## src/rtl/tristate_bus_arbiter.sv

```systemverilog
// Round-robin owner select for N tri-state drivers on one shared line,
// with a fixed turnaround gap and a bounded hold time per grant.
module tristate_bus_arbiter #(
  parameter int N        = 4,
  parameter int IDW      = 2,
  parameter int MAX_HOLD = 8,
  parameter int TURN_CYC = 1
) (
  input  logic           clk,
  input  logic           reset,
  input  logic [N-1:0]   req,
  output logic [N-1:0]   en,
  output logic [IDW-1:0] grant_id,
  output logic           busy,
  output logic           preempt
);

  localparam int HW = $clog2(MAX_HOLD + 1);
  localparam int TW = $clog2(TURN_CYC + 1);

  typedef enum logic [1:0] {
    IDLE,
    GRANT,
    TURN
  } state_t;

  state_t         state_q, state_d;
  logic [IDW-1:0] ptr_q, ptr_d;
  logic [HW-1:0]  hold_q, hold_d;
  logic [TW-1:0]  turn_q, turn_d;
  logic [N-1:0]   en_q, en_d;
  logic [IDW-1:0] grant_id_q, grant_id_d;
  logic           busy_q, busy_d;
  logic           preempt_q, preempt_d;

  logic [2*N-1:0] req_dbl;
  logic [N-1:0]   req_rot;
  logic           win_found;
  logic [IDW-1:0] win_id;
  logic [IDW-1:0] next_ptr;
  logic           arb;

  // Rotate req so bit 0 is the current highest-priority requester.
  always_comb begin
    req_dbl   = {req, req} >> ptr_q;
    req_rot   = req_dbl[N-1:0];
    win_found = 1'b0;
    win_id    = '0;
    for (int i = N - 1; i >= 0; i--) begin
      if (req_rot[i]) begin
        win_found = 1'b1;
        win_id    = IDW'((int'(ptr_q) + i) % N);
      end
    end
  end

  assign next_ptr = (grant_id_q == IDW'(N - 1)) ?
                    '0 : grant_id_q + IDW'(1);

  always_comb begin
    state_d    = state_q;
    ptr_d      = ptr_q;
    hold_d     = hold_q;
    turn_d     = turn_q;
    en_d       = en_q;
    grant_id_d = grant_id_q;
    busy_d     = busy_q;
    preempt_d  = 1'b0;
    arb        = 1'b0;
    unique case (state_q)
      IDLE: arb = 1'b1;
      GRANT: begin
        if (!req[grant_id_q] ||
            hold_q == HW'(MAX_HOLD)) begin
          preempt_d = req[grant_id_q];
          en_d      = '0;
          busy_d    = 1'b0;
          ptr_d     = next_ptr;
          turn_d    = TW'(1);
          state_d   = TURN;
        end else begin
          hold_d = hold_q + HW'(1);
        end
      end
      TURN: begin
        if (turn_q == TW'(TURN_CYC)) begin
          arb = 1'b1;
        end else begin
          turn_d = turn_q + TW'(1);
        end
      end
      default: state_d = IDLE;
    endcase
    if (arb) begin
      if (win_found) begin
        en_d       = N'(1) << win_id;
        grant_id_d = win_id;
        busy_d     = 1'b1;
        hold_d     = HW'(1);
        state_d    = GRANT;
      end else begin
        state_d = IDLE;
      end
    end
  end

  always_ff @(posedge clk) begin
    if (!reset) begin
      state_q    <= IDLE;
      ptr_q      <= '0;
      hold_q     <= '0;
      turn_q     <= '0;
      en_q       <= '0;
      grant_id_q <= '0;
      busy_q     <= 1'b0;
      preempt_q  <= 1'b0;
    end else begin
      state_q    <= state_d;
      ptr_q      <= ptr_d;
      hold_q     <= hold_d;
      turn_q     <= turn_d;
      en_q       <= en_d;
      grant_id_q <= grant_id_d;
      busy_q     <= busy_d;
      preempt_q  <= preempt_d;
    end
  end

  assign en       = en_q;
  assign grant_id = grant_id_q;
  assign busy     = busy_q;
  assign preempt  = preempt_q;

endmodule

```

## config.mk

```make
export PLATFORM = sky130hd
export DESIGN_NAME = tristate_bus_arbiter
export DESIGN_NICKNAME = d
export VERILOG_FILES = /design/src/rtl/tristate_bus_arbiter.sv
export SDC_FILE = /design/constraint.sdc
export NUM_CORES = 1
export LEC_CHECK = 0
export ABC_AREA = 1
export BUFFER_PORTS_ARGS = -buffer_cell sky130_fd_sc_hd__clkbuf_2
export CORE_ASPECT_RATIO = 1.1
export CORE_MARGIN = 5
export CORE_UTILIZATION = 50
export CTS_BUF_LIST = sky130_fd_sc_hd__clkbuf_8
export DETAILED_ROUTE_END_ITERATION = 8
export PLACE_DENSITY = 0.67
export RECOVER_POWER = 100
export SLEW_MARGIN = 20
export SYNTH_ARGS = -nofsm -noshare
export SYNTH_HDL_FRONTEND = slang
export SYNTH_SLANG_ARGS = --single-unit
```

## constraint.sdc

```tcl
create_clock -name clk -period 2 [get_ports clk]
set_input_delay 0.1 -clock clk [delete_from_list [all_inputs] [get_ports clk]]
set_output_delay 0.1 -clock clk [all_outputs]
set_load 0.02 [all_outputs]
```

## Word-level counts from Yosys, hierarchy flattened

Cells that the tools add are included.

- Bits in registers: 17
- Input bits: 6
- Output and inout bits: 8
- Word-level logic and storage cells: 66

- $add $sub $neg: 6
- Order comparisons: 1
- Equal/unequal tests: 7
- Shifts and indexed selects: 2
- Muxes and demuxes: 32
- Reductions and logical operators: 10

Operator list:

| cell | count |
|---|---|
| 4-bit two-way mux | 8 |
| 2-bit two-way mux | 7 |
| 1-bit two-way mux | 13 |
| 2-bit AND reduction | 4 |
| 8-bit by 2-bit right shift with 4-bit output | 1 |
| 2-bit by 1-bit adder with 2-bit output, second input constant | 2 |
| 2-bit adder, second input constant | 2 |
| 4-bit by 1-bit adder with 4-bit output, second input constant | 1 |
| 2-bit == test, second input constant | 2 |
| 4-bit == test, second input constant | 1 |
| 1-bit case mux with 2 select lines | 2 |
| 2-bit case mux with 2 select lines | 1 |
| 1-bit by 2-bit << shifter with 4-bit output, first input constant | 1 |
| 2-bit by 3-bit less-than comparator with 1-bit output, second input constant | 1 |
| 3-bit != test, second input constant | 1 |
| 3-bit AND reduction | 1 |
| 1-bit binary-select mux with 2-bit select | 1 |
| 2-bit by 1-bit == test with 1-bit output, second input constant | 1 |
| 2-bit zero test | 1 |
| 2-bit by 1-bit != test with 1-bit output, second input constant | 1 |
| 2-bit != test, second input constant | 1 |
| 2-bit nonzero test | 1 |
| 2-bit OR reduction | 1 |
| 1-bit adder, second input constant | 1 |
| 2 further kinds | 2 |

## Depth between registers and ports, before layout

Gate-level depths: netlist of the first run.

- Depth in word-level cells: 8
- Depth in mapped cells: 12
- Mapped depth without buffers: 11

## Least setup slack after synthesis of the first run

OpenSTA, ideal clock, no wires.

- Path kind: register to register
- Start: register grant_id_q[0], in the netlist grant_id[0]
- End: register hold_q[3]
- Setup time: 0.115 ns
- Arrival time: 1.309 ns
- Data required time: 1.885 ns
- Path slack: 0.575 ns
- Cell stages (with the launch flop): 8
- Period minus slack after synthesis: 1.425 ns
- Path through: dfxtp_1 o21ai_0 o21ai_2 nand3_1 inv_1 nand2_1 xor2_1 nor2_1

- Word-level cells in the longest chain between the ends: 8

Ends and longest elaborated chain:

| what | line | source |
|---|---|---|
| from (decl) | 32 | `logic [IDW-1:0] grant_id_q, grant_id_d;` |
| from (signal assigned) | 123 | `grant_id_q <= grant_id_d;` |
| 1-bit binary-select mux with 2-bit select (*) | 73 | `if (!req[grant_id_q] \|\|` |
| 1-bit two-way mux (not written as such) (*) | 73 |  |
| 1-bit zero test (*) | 73 |  |
| 1-bit logical OR (*) | 73 |  |
| 4-bit two-way mux (*) | 73 |  |
| 4-bit two-way mux (*) | 70 | `unique case (state_q)` |
| 4-bit two-way mux | 95 | `if (win_found) begin` |
| 4-bit two-way mux (*) | 94 | `if (arb) begin` |
| to (signal assigned) | 120 | `hold_q <= hold_d;` |
| to (decl) | 29 | `logic [HW-1:0] hold_q, hold_d;` |

Every way passes the cells marked *; elsewhere a longest branch is shown, timed or not. The select of a mux whose other input is x is not followed.
A chain may end at the register's enable or synchronous reset.

## Worst setup path after layout of the first run

- Start: register ptr_q[0]
- End: register en_q[3], in the netlist en[3]

- Word-level cells in the longest chain between the ends: 8
- Elaborated cells between the ends (all ways): 15

Ends and longest elaborated chain:

| what | line | source |
|---|---|---|
| from (decl) | 28 | `logic [IDW-1:0] ptr_q, ptr_d;` |
| from (signal assigned) | 119 | `ptr_q <= ptr_d;` |
| 2-bit adder or 8-bit by 2-bit right shift with 4-bit output (tied branches) | 52, 45 |  |
| 2-bit two-way mux (4 in a row) | 50 | `if (req_rot[i]) begin` |
| 1-bit by 2-bit << shifter with 4-bit output | 96 | `en_d = N'(1) << win_id;` |
| 4-bit two-way mux (*) | 95 |  |
| 4-bit two-way mux (*) | 94 |  |
| to (signal assigned) | 122 | `en_q <= en_d;` |
| to (decl) | 31 | `logic [N-1:0] en_q, en_d;` |

Every way passes the cells marked *; elsewhere a longest branch is shown, timed or not.

==> flow_summary.json, run 1 <==
{
  "outcome": "complete, no violations",
  "initial_core_util_pct": 53.6,
  "rsz0062_at_grt": "false",
  "worst_setup_path_end_kind": "flop",
  "seq_area_um2": 340,
  "synth-compound-area-share_pct": 13.3,
  "design.die.area_um2": 2940,
  "drt-initial-drc-count": 13,
  "multiInputGateArea_um2": 517,
  "area_growth_pct": 11.5,
  "antenna_found_initial": 0,
  "setup_tns_ns": 0,
  "place_hpwl_um": 1540,
  "mostFrequentLayoutCells": "42 x nand2_1, 20 x inv_1, 17 x dfxtp_1",
  "synth.distinct_cells": 22,
  "wire_per_inst_um": 9.98,
  "rows": 16,
  "core_area_um2": 1820,
  "layout.cells.non_filler": 192,
  "hp-class": "primary input to flop",
  "cts_setup_buffers": 0,
  "die_y_um": 56.3,
  "setup_ws_ns": 0.377,
  "report.final.hold_viol_count": 0,
  "period_needed_ns": 1.62,
  "drive_gt1_share_pct": 9.70,
  "grt_pass1_wl_um": 3170,
  "htree_levels": 1,
  "synth_top_family_by_area": "simple AND/OR/NAND/NOR gates",
  "wl_um": 1920,
  "fillers": 196,
  "met3_length_um": 48,
  "finalCritPeriodShare_pct": 81.1,
  "p_per_area_nw_per_um2": 1460,
  "dpl.cell_count": 188,
  "antenna_left": 0,
  "clk_pin_slew_ns": 0.06,
  "critPathLaunchType": "flop",
  "ir_drop_v": 0.000720,
  "grt_pass1_vias": 799,
  "worst_pin_slew_ns": 0.308,
  "crit_chain": "inv_4 -> nand2_1 -> nand2_1 -> inv_2 -> nand2_2 -> o21ai_4 -> inv_1 -> nand3_1 -> nor2_1 -> nor2_1 -> nor2_1",
  "netlist_area_um2": 976,
  "avgSynthCellArea_um2": 6.55,
  "slew_headroom_pct": 79.5,
  "fin_area_um2": 1090,
  "p_leak_nw": 0.536,
  "wl_met2_um": 998,
  "crit_fanout": 8,
  "syn-instance-count": 149,
  "drtPass1Iterations": 4,
  "synth_xor_area_share_pct": 2.69,
  "synth_seq_cells": 17,
  "diodes": 0,
  "clk_latency_ns": 0.25,
  "synth-simple-area-share_pct": 34.2,
  "cts_buffer_depth": 2,
  "fmax_mhz": 616,
  "synth_fa_ha_area_share_pct": 3.85,
  "cts_resized": 0,
  "path_common_cell": "nor2_1",
  "cts_tree": "yes",
  "setup_viol": 0,
  "crit_arrival_ns": 1.76,
  "cp_slowest_cell": "dfxtp_1",
  "yosysSeqAreaShare_pct": 34.9,
  "final_nets": 175,
  "fin_skew_ns": 0.00143,
  "top_layer": "met4",
  "rrSetupSlack_ns": 0.38,
  "cp.required_ns": 2.14,
  "syn-num-nets": 158,
  "place_congestion": 0.788,
  "port_buffers": 13,
  "drc": 0,
  "critical-path-max-stage-delay_ns": 0.49,
  "io_pins": 14,
  "hold_buffers": 0,
  "final_common_cell": "nand2_1",
  "track_usage_pct": 14.1,
  "cts_root_buf": "clkbuf_8",
  "place_area_um2": 1060,
  "cap_violations": 0,
  "cts_made_buffers": 3,
  "routed-via-count": 917,
  "drt-vias-per-instance": 4.78,
  "overflow": 0,
  "crit_type": "flop to flop",
  "hold_slack_ns": 0.170,
  "synth_mux_area_share_pct": 0,
  "grt_max_degree": 11,
  "clock_sinks": 17,
  "synth_warnings": 0,
  "die_w_um": 52.1,
  "preCtsSetupSlack_ns": 0.435,
  "wirelength_met1_um": 862,
  "slew_violations": 0
}
[synth_stat cells]
| cell | instances | share of area (%) |
|---|---|---|
| o211ai_1 | 1 | 0.77 |
| clkinv_1 | 2 | 0.77 |
| buf_6 | 1 | 1.2 |
| o21ai_0 | 3 | 1.5 |
| nand2_1 | 41 | 16 |
| nor2_1 | 16 | 6.2 |
| o21ai_4 | 1 | 1.7 |
| dfxtp_1 | 17 | 35 |
| nand3_2 | 1 | 1.0 |
| inv_4 | 1 | 0.64 |
| inv_1 | 19 | 7.3 |
| xor2_1 | 3 | 2.7 |
| o21ai_1 | 2 | 1.0 |
| nand3_1 | 16 | 8.2 |
| ha_1 | 3 | 3.8 |
| a21oi_1 | 12 | 6.2 |
| o21ai_2 | 1 | 0.90 |
| inv_2 | 3 | 1.2 |
| nor3_1 | 1 | 0.51 |
| a211oi_2 | 1 | 1.3 |
| nand2_2 | 3 | 1.9 |
| nand4_1 | 1 | 0.64 |
[report_power, final]
group          total (mW)  switching (mW)  leakage (nW)  internal (mW)
Clock               0.251           0.113        0.0255          0.138
Sequential          0.533          0.0916         0.140          0.441
Combinational       0.811           0.547         0.371          0.264
Total                1.59           0.752         0.536          0.843
[worst paths after layout]
kind,from,end,cells after the start
worst min register to register,busy,busy,2
worst min-delay path,reset,ptr_q[1],3
worst max register to register,ptr_q[0],en[3],11
worst max-delay path,ptr_q[0],en[3],11
[critical path: cells and delay by family, from the launching register on]
kind            cells  cell delay (ns)
simple gates        7             0.51
flops               1             0.49
buf+inv             3             0.32
compound gates      1             0.20
[per-layer routing]
layer	up-vias	GRT usage (%)
met5	-	0
met4	0	5.62
met3	2	3.17
met2	9	25.1
met1	404	15.7
li1	502	-
[final cells by class]
class,count,share of cell area [%]
multi-input combinational,106,47.5
sequential,17,31.3
inverter,25,8.85
timing repair buffer,13,5.06
clock buffer,3,3.79
tap,27,3.10
clock inverter,1,0.460
[flip-flops by register name (all words and copies together), names as in the netlist]
| register | count |
|---|---|
| en | 4 |
| state_q | 2 |
| preempt | 1 |
| hold_q | 4 |
| grant_id | 2 |
| busy | 1 |
| ptr_q | 2 |
| turn_q | 1 |
[cells by family (layout without fill, tap and decap cells)]
kind of cell,Yosys count,in the layout
simple gates,79,79
flops,17,17
buf+inv,26,42
fa+ha+maj,3,3
compound gates,21,21
xor+xnor,3,3
[metrics by stage]
| step | util [%] | power [mW] |
|---|---|---|
| floorplan | - | 1.22 |
| global placement | 58.4 | 1.38 |
| detailed placement | 58.4 | 1.39 |
| CTS | 60.9 | 1.64 |
| global route | 59.8 | 1.75 |
| finish | 59.8 | 1.59 |
Power figures use the tool's default switching activity.
==> run 2: changes to the inputs <==
--- a/config.mk
+++ b/config.mk
@@ -12,7 +12,7 @@
 export CORE_UTILIZATION = 50
 export CTS_BUF_LIST = sky130_fd_sc_hd__clkbuf_8
 export DETAILED_ROUTE_END_ITERATION = 8
-export PLACE_DENSITY = 0.67
+export PLACE_DENSITY = 0.7
 export RECOVER_POWER = 100
 export SLEW_MARGIN = 20
 export SYNTH_ARGS = -nofsm -noshare
==> constraint.sdc (replaced) <==
create_clock -name clk -period 1.4 [get_ports clk]
set_input_delay 0.07 -clock clk [delete_from_list [all_inputs] [get_ports clk]]
set_output_delay 0.07 -clock clk [all_outputs]
set_load 0.02 [all_outputs]
==> run 2 against run 1 <==
Compared with the run above: setup slack got worse by 0.32 ns; final cell count increased by 5.7%; global-route usage increased by 1.3 points; critical path type unchanged; critical endpoint is now en[2]; largest cell class unchanged.
==> flow_summary.json, run 2 (synthesized netlist as in run 1, its figures left out) <==
{
  "area_growth_pct": 27.9,
  "worst_pin_slew_ns": 0.302,
  "rows": 16,
  "grt_pass1_vias": 869,
  "routed-via-count": 990,
  "finalCritPeriodShare_pct": 96.0,
  "wire_per_inst_um": 10.9,
  "antenna_found_initial": 0,
  "slew_headroom_pct": 79.9,
  "reg2regPathDepth": 11,
  "die_y_um": 56.3,
  "hold_slack_ns": 0.124,
  "place_area_um2": 1140,
  "drive_gt1_share_pct": 27.8,
  "use_met1_pct": 17.5,
  "grt-busiest-layer": "met2",
  "crit_fanout": 7,
  "power_mw": 2.67,
  "clk_latency_ns": 0.25,
  "io_pins": 14,
  "place_congestion": 0.845,
  "hp-class": "primary input to flop",
  "cts_tree": "yes",
  "fmax_mhz": 744,
  "grt_util_met3_pct": 2.38,
  "crit_arrival_ns": 1.49,
  "wl_um": 2210,
  "report.final.hold_viol_count": 0,
  "rsz0062_at_grt": "true",
  "clk_pin_slew_ns": 0.06,
  "p_leak_nw": 0.608,
  "setup_viol": 0,
  "p_per_area_nw_per_um2": 2130,
  "preCtsSetupSlack_ns": -0.0905,
  "ir_drop_v": 0.00128,
  "grt_max_degree": 11,
  "cts_buffer_depth": 2,
  "overflow": 0,
  "critPathLaunchType": "flop",
  "final_common_cell": "nand2_1",
  "drtPass1Iterations": 4,
  "drt-initial-drc-count": 10,
  "cp.required_ns": 1.55,
  "design.die.area_um2": 2940,
  "port_buffers": 13,
  "use_met2_pct": 28.2,
  "period_needed_ns": 1.34,
  "diodes": 0,
  "hold-path-cell-count": 3,
  "cts_root_buf": "clkbuf_8",
  "crit_type": "flop to flop",
  "grt_pass1_wl_um": 3530,
  "initial_core_util_pct": 53.6,
  "place_hpwl_um": 1750,
  "cap_violations": 0,
  "core_area_um2": 1820,
  "slew_violations": 0,
  "track_usage_pct": 15.5,
  "fin_area_um2": 1250,
  "final_util_pct": 68.5,
  "worst_setup_path_end_kind": "flop",
  "clock_sinks": 17,
  "final_nets": 186,
  "drt-vias-per-instance": 4.88,
  "setup_ws_ns": 0.0561,
  "die_w_um": 52.1,
  "outcome": "complete, no violations",
  "mostFrequentLayoutCells": "31 x nand2_1, 17 x inv_1, 16 x nor2_1",
  "antenna_left": 0,
  "cts_made_buffers": 3,
  "htree_levels": 1,
  "fin_skew_ns": 0.00345,
  "drc": 0
}
==> run 2: cell types whose count changed in the layout (fill, tap and decap cells not counted), sizes merged <==
| cell | change |
|---|---|
| buf | +11 |
==> run 2: final timing paths <==
check | start | end | slack [ns]
worst min-delay path | reset | ptr_q[0] | 0.12
worst max-delay path | ptr_q[0] | en[2] | 0.06
worst min register to register | en[0] | en[0] | 0.46
worst max register to register | ptr_q[0] | en[2] | 0.06
==> run 2: report_power, final <==
part	switching [mW]	internal [mW]
registers	0.111	0.642
logic	0.956	0.592
clock network	0.167	0.198
==> run 2: metal layers <==
metal  wire [um]  part of all wire (%)
met2        1240                    56
met4          45                   2.0
met5           0                     0
met3          53                   2.4
met1         864                    39
==> run 2: cell type report <==
class	instances	area (um^2)
sequential	17	347
clock inverter	1	5.00
timing repair buffer	24	138
fill	180	573
tap	27	33.8
multi-input combinational	106	583
inverter	25	101
clock buffer	3	41.3
==> run 2: worst max-delay path: stages (launching register included) <==
cell and delay (ns):
dfxtp_4 0.40, inv_6 0.06, nand2_4 0.06, nand2_2 0.06, inv_2 0.06, nand2_4 0.05
o21ai_4 0.21, inv_4 0.07, nand3_2 0.07, nor2_1 0.04, nor2_1 0.10, nor2_1 0.04
==> run 2: what timing repair did <==
action | 4_1_cts | 5_1_grt
gates resized for setup | 2 | 22
hold buffers | 0 | 0
endpoints found under the hold margin | 0 | 0
pin swaps | 0 | 3
setup buffers | 0 | 1
cloned | 0 | 0
endpoints found under the setup margin | 7 | 11
==> run 2: metrics by stage <==
stage | setup TNS (ns) | cells
5_1_grt | -0.444 | 203
4_1_cts | 0 | 202
2_1_floorplan | 0 | 149
3_5_place_dp | -0.296 | 198
3_3_place_gp | -0.0260 | 198
6_report | 0 | 203
